File: src/rtl/mips_operand_fetch.sv
// Decode/operand-fetch stage: reads rs/rt from a 32x32 register file (with write-back bypass)
// and holds the decoded R-type fields in a single output register for the ALU.
module mips_operand_fetch #(
  parameter int NREGS = 32,
  parameter int DW    = 32
) (
  input  logic          clk,
  input  logic          rst,
  input  logic          in_valid,
  output logic          in_ready,
  input  logic [31:0]   instr,
  output logic          out_valid,
  input  logic          out_ready,
  output logic [DW-1:0] rs_data,
  output logic [DW-1:0] rt_data,
  output logic [5:0]    funct,
  output logic [4:0]    shamt,
  output logic [4:0]    rd_addr,
  output logic          illegal,
  input  logic          wb_en,
  input  logic [4:0]    wb_addr,
  input  logic [DW-1:0] wb_data,
  output logic [15:0]   issued_cnt
);

  logic [DW-1:0] regs [NREGS];

  logic          out_valid_reg;
  logic [DW-1:0] rs_data_reg, rt_data_reg;
  logic [5:0]    funct_reg;
  logic [4:0]    shamt_reg, rd_addr_reg;
  logic          illegal_reg;
  logic [4:0]    rs_held_reg, rt_held_reg;
  logic [15:0]   issued_cnt_reg;

  logic          accept, consume, stall, wb_live;
  logic [4:0]    rs_idx, rt_idx;
  logic [DW-1:0] rs_next, rt_next;
  logic          illegal_next;

  assign rs_idx   = instr[25:21];
  assign rt_idx   = instr[20:16];
  assign in_ready = !out_valid_reg || out_ready;
  assign accept   = in_valid && in_ready;
  assign consume  = out_valid_reg && out_ready;
  assign stall    = out_valid_reg && !out_ready;
  assign wb_live  = wb_en && (wb_addr != 5'd0);

  // Write-then-read bypass: a same-cycle write-back wins over the stored register value.
  always_comb begin
    rs_next = regs[rs_idx];
    rt_next = regs[rt_idx];
    if (rs_idx == 5'd0)                    rs_next = '0;
    else if (wb_live && wb_addr == rs_idx) rs_next = wb_data;
    if (rt_idx == 5'd0)                    rt_next = '0;
    else if (wb_live && wb_addr == rt_idx) rt_next = wb_data;
  end

  always_comb begin
    illegal_next = 1'b0;
    if (instr[31:26] != 6'd0) illegal_next = 1'b1;
    else begin
      case (instr[5:0])
        6'h21, 6'h23, 6'h00, 6'h04: illegal_next = 1'b0;
        default:                    illegal_next = 1'b1;
      endcase
    end
  end

  always_ff @(posedge clk) begin
    if (rst) begin
      for (int i = 0; i < NREGS; i++) regs[i] <= '0;
    end else if (wb_live) begin
      regs[wb_addr] <= wb_data;
    end
  end

  always_ff @(posedge clk) begin
    if (rst) begin
      out_valid_reg  <= 1'b0;
      rs_data_reg    <= '0;
      rt_data_reg    <= '0;
      funct_reg      <= '0;
      shamt_reg      <= '0;
      rd_addr_reg    <= '0;
      illegal_reg    <= 1'b0;
      rs_held_reg    <= '0;
      rt_held_reg    <= '0;
      issued_cnt_reg <= '0;
    end else begin
      if (consume) issued_cnt_reg <= issued_cnt_reg + 16'd1;
      if (accept) begin
        out_valid_reg <= 1'b1;
        rs_data_reg   <= rs_next;
        rt_data_reg   <= rt_next;
        funct_reg     <= instr[5:0];
        shamt_reg     <= instr[10:6];
        rd_addr_reg   <= instr[15:11];
        illegal_reg   <= illegal_next;
        rs_held_reg   <= rs_idx;
        rt_held_reg   <= rt_idx;
      end else begin
        if (consume) out_valid_reg <= 1'b0;
        // Stalled operands track write-backs so the ALU never sees a stale value.
        if (stall && wb_live && wb_addr == rs_held_reg) rs_data_reg <= wb_data;
        if (stall && wb_live && wb_addr == rt_held_reg) rt_data_reg <= wb_data;
      end
    end
  end

  assign out_valid  = out_valid_reg;
  assign rs_data    = rs_data_reg;
  assign rt_data    = rt_data_reg;
  assign funct      = funct_reg;
  assign shamt      = shamt_reg;
  assign rd_addr    = rd_addr_reg;
  assign illegal    = illegal_reg;
  assign issued_cnt = issued_cnt_reg;

endmodule

File: config.mk
export PLATFORM = sky130hd
export DESIGN_NAME = mips_operand_fetch
export DESIGN_NICKNAME = d
export VERILOG_FILES = /design/src/rtl/mips_operand_fetch.sv
export SDC_FILE = /design/constraint.sdc
export NUM_CORES = 2
export LEC_CHECK = 0
export ABC_AREA = 1
export CAP_MARGIN = 20
export CORE_ASPECT_RATIO = 0.8
export CORE_MARGIN = 5
export CORE_UTILIZATION = 59
export CTS_CLUSTER_DIAMETER = 200
export DETAILED_ROUTE_END_ITERATION = 10
export PLACE_DENSITY_LB_ADDON = 0.1
export SLEW_MARGIN = 10
export SYNTH_ARGS = -nofsm -noshare
export SYNTH_HDL_FRONTEND = slang
export SYNTH_SLANG_ARGS = --single-unit
export TNS_END_PERCENT = 1
File: constraint.sdc
create_clock -name clk -period 4.1 [get_ports clk]
set_input_delay 1.23 -clock clk [delete_from_list [all_inputs] [get_ports clk]]
set_output_delay 1.23 -clock clk [all_outputs]
set_load 0.05 [all_outputs]
# Word-level counts from Yosys, hierarchy flattened
# Memory sizes are Yosys's and may differ from the RTL's.
# Cells that the tools add are included.
[op_classes]
add_sub_neg = 1
n_eq_ne = 7
n_mux = 20
reduce_logical = 22
[op_table]
columns = ["cell", "n"]
rows = [
  ["$mux W32", 9],
  ["$reduce_or A32 Y1", 1],
  ["$eq A5 B5 Y1", 4],
  ["$add A16 B1 Y16 const B", 1],
  ["$eq A6 B6 Y1 const B", 2],
  ["$logic_not A5 Y1", 2],
  ["$mux W1", 10],
  ["$logic_and A1 B1 Y1", 9],
  ["$eq A6 B3 Y1 const B", 1],
  ["$logic_not A6 Y1", 1],
  ["$reduce_bool A2 Y1", 3],
  ["$reduce_bool A6 Y1", 1],
  ["$mux W5", 1],
  ["$reduce_bool A5 Y1", 1],
  ["$reduce_or A4 Y1", 1],
  ["$logic_not A1 Y1", 2],
  ["$logic_or A1 B1 Y1", 1],
]
[totals]
register_bits = 108
ram_bits = 1024
in_bits = 74
out_inout_bits = 99
wordCells = 61
memories = 1
[mem_list]
columns = ["name", "depth", "word_bits", "read_ports", "rd_ports_with_merged_regs", "write_ports", "line_no", "text"]
rows = [
  ["regs", 32, 32, 2, 0, 32, "26", "logic [DW-1:0] regs [NREGS];"],
]

# Logic depth before layout (Yosys ltp)
[depth]
ltp_word = 7
mapped_depth = 14

# Worst setup path before layout
# No wires, ideal clock.
[synth_timing]
path_kind = "input to register"
startpoint = "in wb_addr[3]"
endpoint = "mem regs[24][0] (enable)"
setup_ns = 0.389
arrival_ns = 3.083
t_required_ns = 3.711
path_slack_ns = 0.628
stages = 10
cell_sequence = "buf_2 inv_2 nand3_2 o21ai_4 nor2_1 nand3_1 inv_1 nand2_1 buf_2 nand2_1"
[synth_rtl]
columns = ["item", "line_no", "text"]
rows = [
  ["from (decl)", "21", "input logic [4:0] wb_addr,"],
  ["to (decl)", "26", ""],
]

# Final worst setup path
[layout_timing]
startpoint = "in out_ready"
endpoint = "out in_ready"
[layout_between]
elab_chain_cells = 1
[layout_rtl]
columns = ["item", "line_no", "text"]
rows = [
  ["from (decl)", "13", "input logic out_ready,"],
  ["$logic_or A1 B1 Y1", "43", "assign in_ready = !out_valid_reg || out_ready;"],
  ["to (decl)", "10", "output logic in_ready,"],
]
# Every way passes these cells.

==> out/results.tsv <==
stage	metric	value	unit
clocking	CTS resizes	0	
clocking	clock root buffer	clkbuf_16	
hold_path	HP Class	reg -> reg	
logic_synthesis	register area share after synthesis	52.6	%
clocking	CTS buffer count	116	
logic_synthesis	dominant cells by area after synthesis	edfxtp_1 (49%), nand2_1 (14%), nor2_1 (9.4%), nand3_1 (7.3%), dfxtp_1 (3.5%)	
route	number of remaining DRC errors	0	
finish	NumNets Final	8095	
logic_synthesis	ys flop type	edfxtp_1	
timing	Final Max Tran Viols	0	
route	via count	57752	
clocking	Post-CTS Hold Buffers	0	
route	Post-Route WL	216	mm
clocking	# clock sinks	1132	
placement	gpl congestion	0.955	
timing	clock skew	0.0236	ns
route	WL per Instance	22.7	um
finish	layout cells sized above 1	6.42	%
clocking	setup bufs post-CTS	0	
clocking	H-tree depth	3	
timing	RSZ-0062 raised after global routing	false	
pwr	internal power	20.3	mW
logic_synthesis	post-synthesis sequential element count	1132	
global_route	grt met1 use	52.5	%
worst_setup_path	R2R cell count	10	
logic_synthesis	share of the synthesized area in the top cell type	49.1	%
floorplan	Core Footprint	105000	um^2
pwr	static leakage	29.6	nW
global_route	Remaining Overflow, GRT	0	
status	outcome	finished clean	
global_route	number of global-route vias before repair	53582	
floorplan	die width	374	um
timing	Period minus WS final	3.34	ns
floorplan	die area	113000	um^2
logic_synthesis	area leader, netlist	edfxtp_1	
pwr	pwr dens	407	nW/um^2
route	vias per cell	6.07	
placement	Port Buf Inserts	172	
global_route	initial antenna violation count	1	
logic_synthesis	synth unique cells	38	
worst_setup_path	R2R Path End	rs_data[16]	
timing	Tcrit/Tclk final	81.6	%
global_route	first-pass GRT wire length	325	mm
pwr	Worst VDD drop	357	uV
worst_setup_path	CP Capture Type	primary output	
logic_synthesis	Post-synth EDFFs	1024	
floorplan	std cell rows	106	
pwr	total power	28.4	mW
timing	# setup viols final	0	
floorplan	num ports	173	
clocking	clock-pin transition on the worst setup and hold timing paths	0.06	ns
logic_synthesis	warnings from Yosys	0	
global_route	Global Route met3 Usage	6.19	%
finish	Area growth, synth to finish	11.4	%
pwr	sw frac	28.3	%
global_route	grt met2 use	56.1	%
worst_setup_path	crit path DAT	2.11	ns
timing	fmax	299	MHz
worst_setup_path	crit-path max FO	4	
logic_synthesis	synth cell count leaders	nand2_1 (2312), nor2_1 (1575), edfxtp_1 (1024)	
route	DRT antenna net count	0	
route	DRT Pass-1 Iters	9	
run	max_cap viols	0	
timing	Worst-Margin Slew	1.03	ns
hold_path	Hold Crit Depth	2	
global_route	total global-route track usage	37.4	%
finish	n_diodes	0	
hold_path	Worst Hold End	shamt[2]	
logic_synthesis	Mean Syn Cell Area	7.72	um^2
pwr	Logic pwr share	14.9	%
global_route	largest net degree at the start of global routing	131	
hold_path	Hold Startpoint	shamt[2]	
floorplan	DIE HEIGHT	301	um
worst_setup_path	Crit path required time	2.87	ns
global_route	grt peak-use layer	met2	
logic_synthesis	synthesized area	62600	um^2
clocking	Clock Latency Late Sink	0.74	ns
pwr	sequential fraction of design power	47.7	%
timing	slew margin rel.	31.2	%
worst_setup_path	critical path startpoint category	input pin	
clocking	clock buffer depth	3	
timing	setup TNS	0	ns
logic_synthesis	cell with the most instances after synthesis	nand2_1	
placement	post-DP HPWL	138	mm
timing	final count of hold timing violations	0	
worst_setup_path	reg2reg start	out_valid	
floorplan	Starting Density	59.7	%
clocking	TritonCTS clock tree	yes	
pwr	Clock power frac	37.4	%
worst_setup_path	reg2reg setup slack	2.01	ns
finish	max reg flops	1024	
pwr	sw power	8.04	mW
logic_synthesis	Post-Syn Instances	8110	
worst_setup_path	Worst Setup Path Type	in -> out	
route	DRT iter0 DRCs	9593	
logic_synthesis	share of flip-flops with an asynchronous set or reset	0	%
==> worst max-delay path by stage <==
stage,start,to,slack [ns],depth (start not counted)
after floorplan,wb_addr[3],regs[24][0],0.63,10
after global placement,instr[21],rs_data[15],0.50,11
after detailed placement,instr[21],rs_data[16],0.49,11
after CTS,out_ready,in_ready,0.76,4
after global routing,out_ready,in_ready,0.74,4
final,out_ready,in_ready,0.76,4
==> layout make-up <==
| type | count | area (um^2) |
|---|---|---|
| flip-flops and latches | 1132 | 32900 |
| clock buffers | 133 | 3010 |
| inverters | 576 | 2190 |
| clock inverters | 83 | 722 |
| multi-input cells | 5771 | 24700 |
| well taps | 1404 | 1760 |
| fillers | 8620 | 35100 |
| repair buffers | 423 | 4440 |
==> power groups by stage <==
stage / Clock [mW] / Combinational, mW / Sequential (mW)
floorplan: 0 / 2.34 / 13.9
global placement: 0 / 4.05 / 13.7
detailed placement: 0 / 4.12 / 13.8
CTS: 10.6 / 4.14 / 13.5
global route: 11.1 / 4.53 / 13.6
finish: 10.6 / 4.23 / 13.5
==> logic make-up after synthesis <==
group,synth area share [%]
and+or+nand+nor,31.2
buffers and inverters,8.25
adders and majority gates,0.0200
AOI/OAI and AO/OA,7.63
DFF,52.6
xor gates and xnor gates,0.280
other,0.00599
==> metrics by stage <==
step | cell area, um^2 | hold slack (ns) | setup WS (ns) | util [%] | cells
finish | 69800 | 0.480 | 0.755 | 66.5 | 9522
global route | 69800 | 0.506 | 0.738 | 66.5 | 9522
CTS | 69800 | 0.487 | 0.757 | 66.5 | 9522
detailed placement | 66000 | 0.473 | 0.489 | 62.9 | 9306
global placement | 66000 | 0.464 | 0.495 | 62.9 | 9305
floorplan | 62700 | 0.476 | 0.628 | - | 8141
==> cell usage in the layout, fill, tap and decap left out, drive strengths merged <==
cell           netlist  layout
nand3              919     919
o211ai             181     181
clkdlybuf4s50        0     160
clkbuf             266     134
nor4                 3       3
a21oi              404     404
conb                 1      32
buf                396     262
clkinv              18      74
dfxtp              108     108
inv                558     563
nor3                12      12
o21a                 3       3
nor2              1577    1577
o21ai              265     265
bufinv               0      11
nor3b                1       1
a41oi                1       1
nand4                7       7
edfxtp            1024    1024
xor2                11      11
or2                 28      28
nand2             2314    2314
clkinvlp             0      11
ha                   1       1
o31ai                1       1
a31oi                2       2
xnor2                9       9
==> per-layer routing <==
| layer | routed length (um) | part of all wire (%) | up-vias |
|---|---|---|---|
| li1 | - | - | 26140 |
| met2 | 94200 | 44 | 4208 |
| met1 | 81500 | 38 | 26748 |
| met3 | 26600 | 12 | 654 |
| met4 | 13700 | 6.3 | 2 |
| met5 | 11 | 0.0051 | - |
==> critical path, stage by stage <==
cell and delay, ns:
clkdlybuf4s50_1 0.48, inv_1 0.04, nand2_1 0.19, buf_12 0.17
(Power assumes the default switching activity.)
